`config.mk`:
```
export PLATFORM = sky130hd
export DESIGN_NAME = pattern_mode_ctrl_flat
export DESIGN_NICKNAME = d
export VERILOG_FILES = /design/src/rtl/pattern_mode_ctrl_pkg.sv /design/src/rtl/pattern_mode_ctrl_if.sv /design/src/rtl/pattern_wrap_step.sv /design/src/rtl/pattern_mode_ctrl.sv /design/src/flat_wrapper.sv
export SDC_FILE = /design/constraint.sdc
export NUM_CORES = 1
export LEC_CHECK = 0
export ABC_AREA = 1
export BUFFER_PORTS_ARGS = -buffer_cell sky130_fd_sc_hd__buf_4
export CAP_MARGIN = 20
export CORE_MARGIN = 8
export CORE_UTILIZATION = 35
export CTS_CLUSTER_DIAMETER = 80
export DETAILED_ROUTE_END_ITERATION = 8
export GPL_TIMING_DRIVEN = 0
export HOLD_SLACK_MARGIN = 0.1
export PLACE_DENSITY = 0.6
export SYNTH_ARGS = -nofsm -noshare
export SYNTH_HDL_FRONTEND = slang
export SYNTH_SLANG_ARGS = --single-unit
```
`constraint.sdc`:
```
create_clock -name Clock -period 4.72 [get_ports Clock]
set_clock_uncertainty 0.15 [all_clocks]
set_input_delay 0.472 -clock Clock [delete_from_list [all_inputs] [get_ports Clock]]
set_output_delay 0.472 -clock Clock [all_outputs]
set_load 0.01 [all_outputs]
```
`src/rtl/pattern_mode_ctrl_pkg.sv`:
```
// Shared constants and types for the test-pattern mode controller.
// Timing constants match the ones used by the timing generator and the debouncer.
package pattern_mode_ctrl_pkg;

  localparam int unsigned TIMING_H_TOTAL = 1344;
  localparam int unsigned TIMING_V_TOTAL = 806;

  localparam int unsigned PAT_W   = 4;
  localparam int unsigned DWELL_W = 16;
  localparam int unsigned BLANK_W = 4;

  typedef enum logic {
    StManual = 1'b0,
    StAuto   = 1'b1
  } mode_state_e;

  function automatic logic [PAT_W-1:0] wrap_inc(logic [PAT_W-1:0] p, int unsigned n);
    return (p == PAT_W'(n - 1)) ? '0 : p + PAT_W'(1);
  endfunction

  function automatic logic [PAT_W-1:0] wrap_dec(logic [PAT_W-1:0] p, int unsigned n);
    return (p == '0) ? PAT_W'(n - 1) : p - PAT_W'(1);
  endfunction

endpackage

```
`src/rtl/pattern_mode_ctrl_if.sv`:
```
// Timing-counter, button and pattern-status bundle of the mode controller.
// master drives counters and buttons; slave is the controller.
interface pattern_mode_ctrl_if;
  import pattern_mode_ctrl_pkg::*;

  logic [15:0]      Pixel_Cnt;
  logic [15:0]      Line_Cnt;
  logic             Btn_Next;
  logic             Btn_Prev;
  logic             Btn_Mode;
  logic [PAT_W-1:0] Pattern_Sel;
  logic             Auto_Mode;
  logic             Blank_En;
  logic             Frame_Tick;

  modport master (
    output Pixel_Cnt, Line_Cnt, Btn_Next, Btn_Prev, Btn_Mode,
    input  Pattern_Sel, Auto_Mode, Blank_En, Frame_Tick
  );

  modport slave (
    input  Pixel_Cnt, Line_Cnt, Btn_Next, Btn_Prev, Btn_Mode,
    output Pattern_Sel, Auto_Mode, Blank_En, Frame_Tick
  );

endinterface

```
`src/rtl/pattern_wrap_step.sv`:
```
// Registered modulo-N_PATTERN up/down stepper holding the committed pattern index.
// inc and dec together cancel; load_zero has priority over both.
module pattern_wrap_step
  import pattern_mode_ctrl_pkg::*;
#(
  parameter int unsigned N_PATTERN = 8
) (
  input  logic             Clock,
  input  logic             Reset,
  input  logic             inc,
  input  logic             dec,
  input  logic             load_zero,
  output logic [PAT_W-1:0] pattern_sel
);

  logic [PAT_W-1:0] pattern_d, pattern_q;

  always_comb begin
    pattern_d = pattern_q;
    if (load_zero) begin
      pattern_d = '0;
    end else if (inc && !dec) begin
      pattern_d = wrap_inc(pattern_q, N_PATTERN);
    end else if (dec && !inc) begin
      pattern_d = wrap_dec(pattern_q, N_PATTERN);
    end
  end

  always_ff @(posedge Clock or negedge Reset) begin
    if (!Reset) begin
      pattern_q <= '0;
    end else begin
      pattern_q <= pattern_d;
    end
  end

  assign pattern_sel = pattern_q;

endmodule

```
`src/rtl/pattern_mode_ctrl.sv`:
```
// Frame-synchronous test-pattern sequencer: captures button requests, commits them at
// the frame-end pixel, auto-advances in AUTO mode and blanks after every change.
module pattern_mode_ctrl
  import pattern_mode_ctrl_pkg::*;
#(
  parameter int unsigned H_TOTAL      = TIMING_H_TOTAL,
  parameter int unsigned V_TOTAL      = TIMING_V_TOTAL,
  parameter int unsigned N_PATTERN    = 8,
  parameter int unsigned DWELL_FRAMES = 120,
  parameter int unsigned BLANK_FRAMES = 2
) (
  input  logic         Clock,
  input  logic         Reset,
  pattern_mode_ctrl_if.slave bus
);

  logic fe;
  assign fe = (bus.Pixel_Cnt == 16'(H_TOTAL - 1)) && (bus.Line_Cnt == 16'(V_TOTAL - 1));

  // Pending requests: a pulse on the fe cycle itself survives the clear.
  logic pend_next_d, pend_next_q;
  logic pend_prev_d, pend_prev_q;
  logic pend_mode_d, pend_mode_q;

  assign pend_next_d = bus.Btn_Next | (pend_next_q & ~fe);
  assign pend_prev_d = bus.Btn_Prev | (pend_prev_q & ~fe);
  assign pend_mode_d = bus.Btn_Mode | (pend_mode_q & ~fe);

  always_ff @(posedge Clock or negedge Reset) begin
    if (!Reset) begin
      pend_next_q <= 1'b0;
      pend_prev_q <= 1'b0;
      pend_mode_q <= 1'b0;
    end else begin
      pend_next_q <= pend_next_d;
      pend_prev_q <= pend_prev_d;
      pend_mode_q <= pend_mode_d;
    end
  end

  // Mode FSM.
  mode_state_e state_d, state_q;

  always_ff @(posedge Clock or negedge Reset) begin
    if (!Reset) begin
      state_q <= StManual;
    end else begin
      state_q <= state_d;
    end
  end

  always_comb begin
    state_d = state_q;
    if (fe && pend_mode_q) begin
      state_d = (state_q == StManual) ? StAuto : StManual;
    end
  end

  // Step arbitration and dwell counting at commit.
  logic               step_next, step_prev, manual_step, auto_step;
  logic               pat_inc, pat_dec, pat_change;
  logic [DWELL_W-1:0] dwell_d, dwell_q;

  assign step_next   = fe & pend_next_q & ~pend_prev_q;
  assign step_prev   = fe & pend_prev_q & ~pend_next_q;
  assign manual_step = step_next | step_prev;

  always_comb begin
    dwell_d   = dwell_q;
    auto_step = 1'b0;
    if (fe) begin
      if (pend_mode_q || manual_step) begin
        dwell_d = '0;
      end else if (state_q == StAuto) begin
        if (dwell_q == DWELL_W'(DWELL_FRAMES - 1)) begin
          dwell_d   = '0;
          auto_step = 1'b1;
        end else begin
          dwell_d = dwell_q + DWELL_W'(1);
        end
      end
    end
  end

  always_ff @(posedge Clock or negedge Reset) begin
    if (!Reset) begin
      dwell_q <= '0;
    end else begin
      dwell_q <= dwell_d;
    end
  end

  assign pat_inc    = step_next | auto_step;
  assign pat_dec    = step_prev;
  assign pat_change = pat_inc | pat_dec;

  logic [PAT_W-1:0] pattern_sel;

  pattern_wrap_step #(
    .N_PATTERN (N_PATTERN)
  ) u_step (
    .Clock       (Clock),
    .Reset       (Reset),
    .inc         (pat_inc),
    .dec         (pat_dec),
    .load_zero   (1'b0),
    .pattern_sel (pattern_sel)
  );

  // Blank counter: Blank_En tracks a non-zero count, so it drops the cycle after the
  // fe that brings the count to zero.
  logic [BLANK_W-1:0] blank_d, blank_q;

  always_comb begin
    blank_d = blank_q;
    if (fe) begin
      if (pat_change) begin
        blank_d = BLANK_W'(BLANK_FRAMES);
      end else if (blank_q != '0) begin
        blank_d = blank_q - BLANK_W'(1);
      end
    end
  end

  logic tick_q;

  always_ff @(posedge Clock or negedge Reset) begin
    if (!Reset) begin
      blank_q <= '0;
      tick_q  <= 1'b0;
    end else begin
      blank_q <= blank_d;
      tick_q  <= fe;
    end
  end

  always_comb begin
    bus.Pattern_Sel = pattern_sel;
    bus.Auto_Mode   = (state_q == StAuto);
    bus.Blank_En    = (blank_q != '0);
    bus.Frame_Tick  = tick_q;
  end

endmodule

```
`src/flat_wrapper.sv`:
```
// flat-port wrapper written by rule: the top's interface ports become plain ports
module pattern_mode_ctrl_flat import pattern_mode_ctrl_pkg::*;
#(
  parameter int unsigned H_TOTAL      = TIMING_H_TOTAL,
  parameter int unsigned V_TOTAL      = TIMING_V_TOTAL,
  parameter int unsigned N_PATTERN    = 8,
  parameter int unsigned DWELL_FRAMES = 120,
  parameter int unsigned BLANK_FRAMES = 2
)
  (Clock, Reset, bus_Pixel_Cnt, bus_Line_Cnt, bus_Btn_Next, bus_Btn_Prev, bus_Btn_Mode, bus_Pattern_Sel, bus_Auto_Mode, bus_Blank_En, bus_Frame_Tick);
  pattern_mode_ctrl_if bus_i ();
  input  logic Clock;
  input  logic Reset;
  input wire logic [$bits(bus_i.Pixel_Cnt)-1:0] bus_Pixel_Cnt;
  input wire logic [$bits(bus_i.Line_Cnt)-1:0] bus_Line_Cnt;
  input wire logic [$bits(bus_i.Btn_Next)-1:0] bus_Btn_Next;
  input wire logic [$bits(bus_i.Btn_Prev)-1:0] bus_Btn_Prev;
  input wire logic [$bits(bus_i.Btn_Mode)-1:0] bus_Btn_Mode;
  output wire logic [$bits(bus_i.Pattern_Sel)-1:0] bus_Pattern_Sel;
  output wire logic [$bits(bus_i.Auto_Mode)-1:0] bus_Auto_Mode;
  output wire logic [$bits(bus_i.Blank_En)-1:0] bus_Blank_En;
  output wire logic [$bits(bus_i.Frame_Tick)-1:0] bus_Frame_Tick;
  assign bus_i.Pixel_Cnt = bus_Pixel_Cnt;
  assign bus_i.Line_Cnt = bus_Line_Cnt;
  assign bus_i.Btn_Next = bus_Btn_Next;
  assign bus_i.Btn_Prev = bus_Btn_Prev;
  assign bus_i.Btn_Mode = bus_Btn_Mode;
  assign bus_Pattern_Sel = bus_i.Pattern_Sel;
  assign bus_Auto_Mode = bus_i.Auto_Mode;
  assign bus_Blank_En = bus_i.Blank_En;
  assign bus_Frame_Tick = bus_i.Frame_Tick;
  pattern_mode_ctrl #(.H_TOTAL(H_TOTAL), .V_TOTAL(V_TOTAL), .N_PATTERN(N_PATTERN), .DWELL_FRAMES(DWELL_FRAMES), .BLANK_FRAMES(BLANK_FRAMES)) u_core (.Clock(Clock), .Reset(Reset), .bus(bus_i));
endmodule
```
==> flow_metrics.tcl <==
set metrics [dict create \
    hpwl_um 3810 \
    clock-sinks 29 \
    cp-startpoint "u_core.dwell_q[0]$_DFFE_PN0P_" \
    antenna_found_initial 0 \
    multiInputGateArea_um2 1150 \
    status "finished clean" \
    die_w_um 93.5 \
    drc 0 \
    clkTransAtPathRegs_ns 0.07 \
    r2r_start "u_core.dwell_q[0]$_DFFE_PN0P_" \
    finalHoldViolCount 0 \
    place_congestion 0.820 \
    cp.arrival_ns 2.69 \
    cts-root-buf "clkbuf_8" \
    yosysSeqAreaShare 0.345 \
    syn_to_final_growth_pct 26.0 \
    ff2ff_setup_slack_ns 2.05 \
    rsz0062_at_grt "false" \
    port_buffers 43 \
    crit_path_end "u_core.u_step.pattern_sel[2]$_DFFE_PN0P_" \
    grt_pass1_vias 2010 \
    dp_cells 433 \
    avgSynthCellArea_um2 6.67 \
    synthTopCellsByArea "dfrtp_1, nand2_1, nand3_1" \
    ys_seq_elements 29 \
    end_kind "register" \
    hold_class "in -> reg" \
    wl_per_cell_um 11.2 \
    drv_slew 0 \
    synth_area_um2 2100 \
    min-delay-start "bus_Btn_Prev" \
    synth_top_area_frac 0.345 \
    synth.largest_area_cell "dfrtp_1" \
    post_cts_resized 0 \
    setup_violations 0 \
    start_util 0.359 \
    maxCapViolations 0 \
    die_area_um2 8740 \
    min_period_ns 2.67 \
    synth_edf_count 0 \
    grt_max_degree 30 \
    power.density_nw_per_um2 212 \
    power_mw 0.562 \
    vdd_drop_max_v 0.000105 \
    synthTopCellsByCount "nand2_1, inv_1, nor2_1, nand3_1, dfrtp_1" \
    leakagePower_nw 1.37 \
    grt_pass1_wl_um 8900 \
    grt_util_all_layers 0.124 \
    worstSetupPathType "reg -> reg" \
    via_count 2037 \
    synthArstFlopShare 1.00 \
    worst_slew_pin_slew_ns 0.542 \
    viasPerCell 4.61 \
    critical_path_required_ns 4.75 \
    clk_path_buf_depth 2 \
    seqCellArea_um2 726 \
    fillers 585 \
    final_layout_size_suffix_gt1_frac 0.177 \
    drt_pass1_iterations 4 \
    antenna_cells 0 \
    yosysUniqueCellTypes 25 \
    synth_ff_type "dfrtp_1" \
    ys_warn_count 0 \
    drt-total-wl_um 4930 \
    cts_tree "built" \
    rows 28 \
    io_pins 44 \
    core-area_um2 5850 \
    syn-num-nets 359 \
    whs_ns 0.207 \
    postSynthCellCount 315 \
    ant_nets 0 \
    dr.first_iter.drc_count 114 \
    worstSkewPairLatency_ns 0.29 \
    cts_htree_levels 2 \
    reg2reg_depth 14 \
    cts_buffers 5 \
    fin_tns_setup_ns 0 \
    crit_path_start_kind "register" \
    fmax_mhz 375 \
    die_h_um 93.5 \
    final_cells 442 \
    path_max_fanout 5 \
    nets 410 \
    slew_headroom 0.639 \
    reg2reg_to "u_core.u_step.pattern_sel[2]$_DFFE_PN0P_" \
    yosysMostFrequentCell "nand2_1" \
    finalCritPeriodShare 0.565 \
    grt_overflow 0 \
]
==> final cells by class <==
| type | count | share of cell area |
|---|---|---|
| plain buffers | 4 | 0.0132 |
| clock buffers | 6 | 0.0312 |
| clock inverters | 2 | 0.0142 |
| inverters | 49 | 0.0713 |
| multi-input cells | 233 | 0.435 |
| flip-flops and latches | 29 | 0.274 |
| well taps | 75 | 0.0354 |
| repair buffers | 44 | 0.126 |
==> layer usage <==
layer  part of all wire  GRT usage
met1               0.45      0.145
met2               0.50      0.216
met3              0.028     0.0208
met4              0.018     0.0591
met5                  0          0
==> through the flow <==
step,util,setup slack (ns),area (µm²)
global route,0.453,1.82,2650
detailed placement,0.430,1.99,2520
finish,0.453,2.05,2650
floorplan,-,2.36,2100
CTS,0.453,2.05,2650
global placement,0.430,1.97,2520
==> flip-flops by register name (all words and copies together) (netlist names) <==
name	count
u_core.blank_q	4
u_core.bus.Auto_Mode	1
u_core.bus.Frame_Tick	1
u_core.dwell_q	16
u_core.pend_mode_q	1
u_core.pend_next_q	1
u_core.pend_prev_q	1
u_core.u_step.pattern_sel	4
==> logic make-up (layout without fill, tap and decap cells) <==
| logic type | after synthesis | in the layout | synth area share |
|---|---|---|---|
| compound gates | 17 | 17 | 0.0518 |
| buf+inv | 53 | 105 | 0.107 |
| simple gates | 197 | 197 | 0.405 |
| xor+xnor | 12 | 12 | 0.0500 |
| fa+ha+maj | 7 | 7 | 0.0417 |
| flops | 29 | 29 | 0.345 |
==> what timing repair did <==
| item | 4_1_cts | 5_1_grt |
|---|---|---|
| hold buffers | 1 | 0 |
| buffers inserted | 0 | 0 |
| hold endpoints to repair | 29 | 0 |
| endpoints found under the setup margin | 0 | 0 |
==> worst min path at each step <==
stage,end,slack (ns),depth (start not counted)
2_1_floorplan,u_core.blank_q[0]$_DFFE_PN0P_,0.03,0
3_3_place_gp,u_core.dwell_q[10]$_DFFE_PN0P_,0.27,1
3_5_place_dp,u_core.dwell_q[10]$_DFFE_PN0P_,0.27,1
4_1_cts,u_core.pend_prev_q$_DFF_PN0_,0.20,2
5_1_grt,u_core.pend_prev_q$_DFF_PN0_,0.21,2
6_report,u_core.pend_prev_q$_DFF_PN0_,0.21,2
==> report_power, final <==
part	leakage (nW)	internal (mW)	switching (mW)	total (mW)
Clock	0.0574	0.172	0.108	0.280
Combinational	0.931	0.0221	0.0120	0.0341
Sequential	0.379	0.248	0.000000000372	0.248
Total	1.37	0.442	0.120	0.562
==> layout by cell type (no fill, tap or decap), drive strengths merged <==
cell,n
nand4,4
clkinv,1
dlygate4sd3,1
o21bai,2
nand3b,2
clkbuf,6
clkinvlp,1
nor2,45
a21oi,1
nor3,11
or2,1
ha,7
inv,48
o21ai,12
nand3,37
nand2,97
xor2,12
buf,47
bufinv,1
o31ai,1
a21o,1
dfrtp,29
==> critical path: stages (launching register included) <==
cell and delay (ns):
dfrtp_1 0.42, ha_1 0.19, nand2_1 0.10, nor3_1 0.15, nand2_1 0.07, nor3_1 0.25, nand2_1 0.08, o21ai_0 0.23
inv_1 0.07, ha_1 0.35, inv_1 0.08, a21oi_1 0.11, o21ai_0 0.11, xor2_1 0.14, inv_1 0.05
No activity file was read; power rests on OpenSTA's default activity.
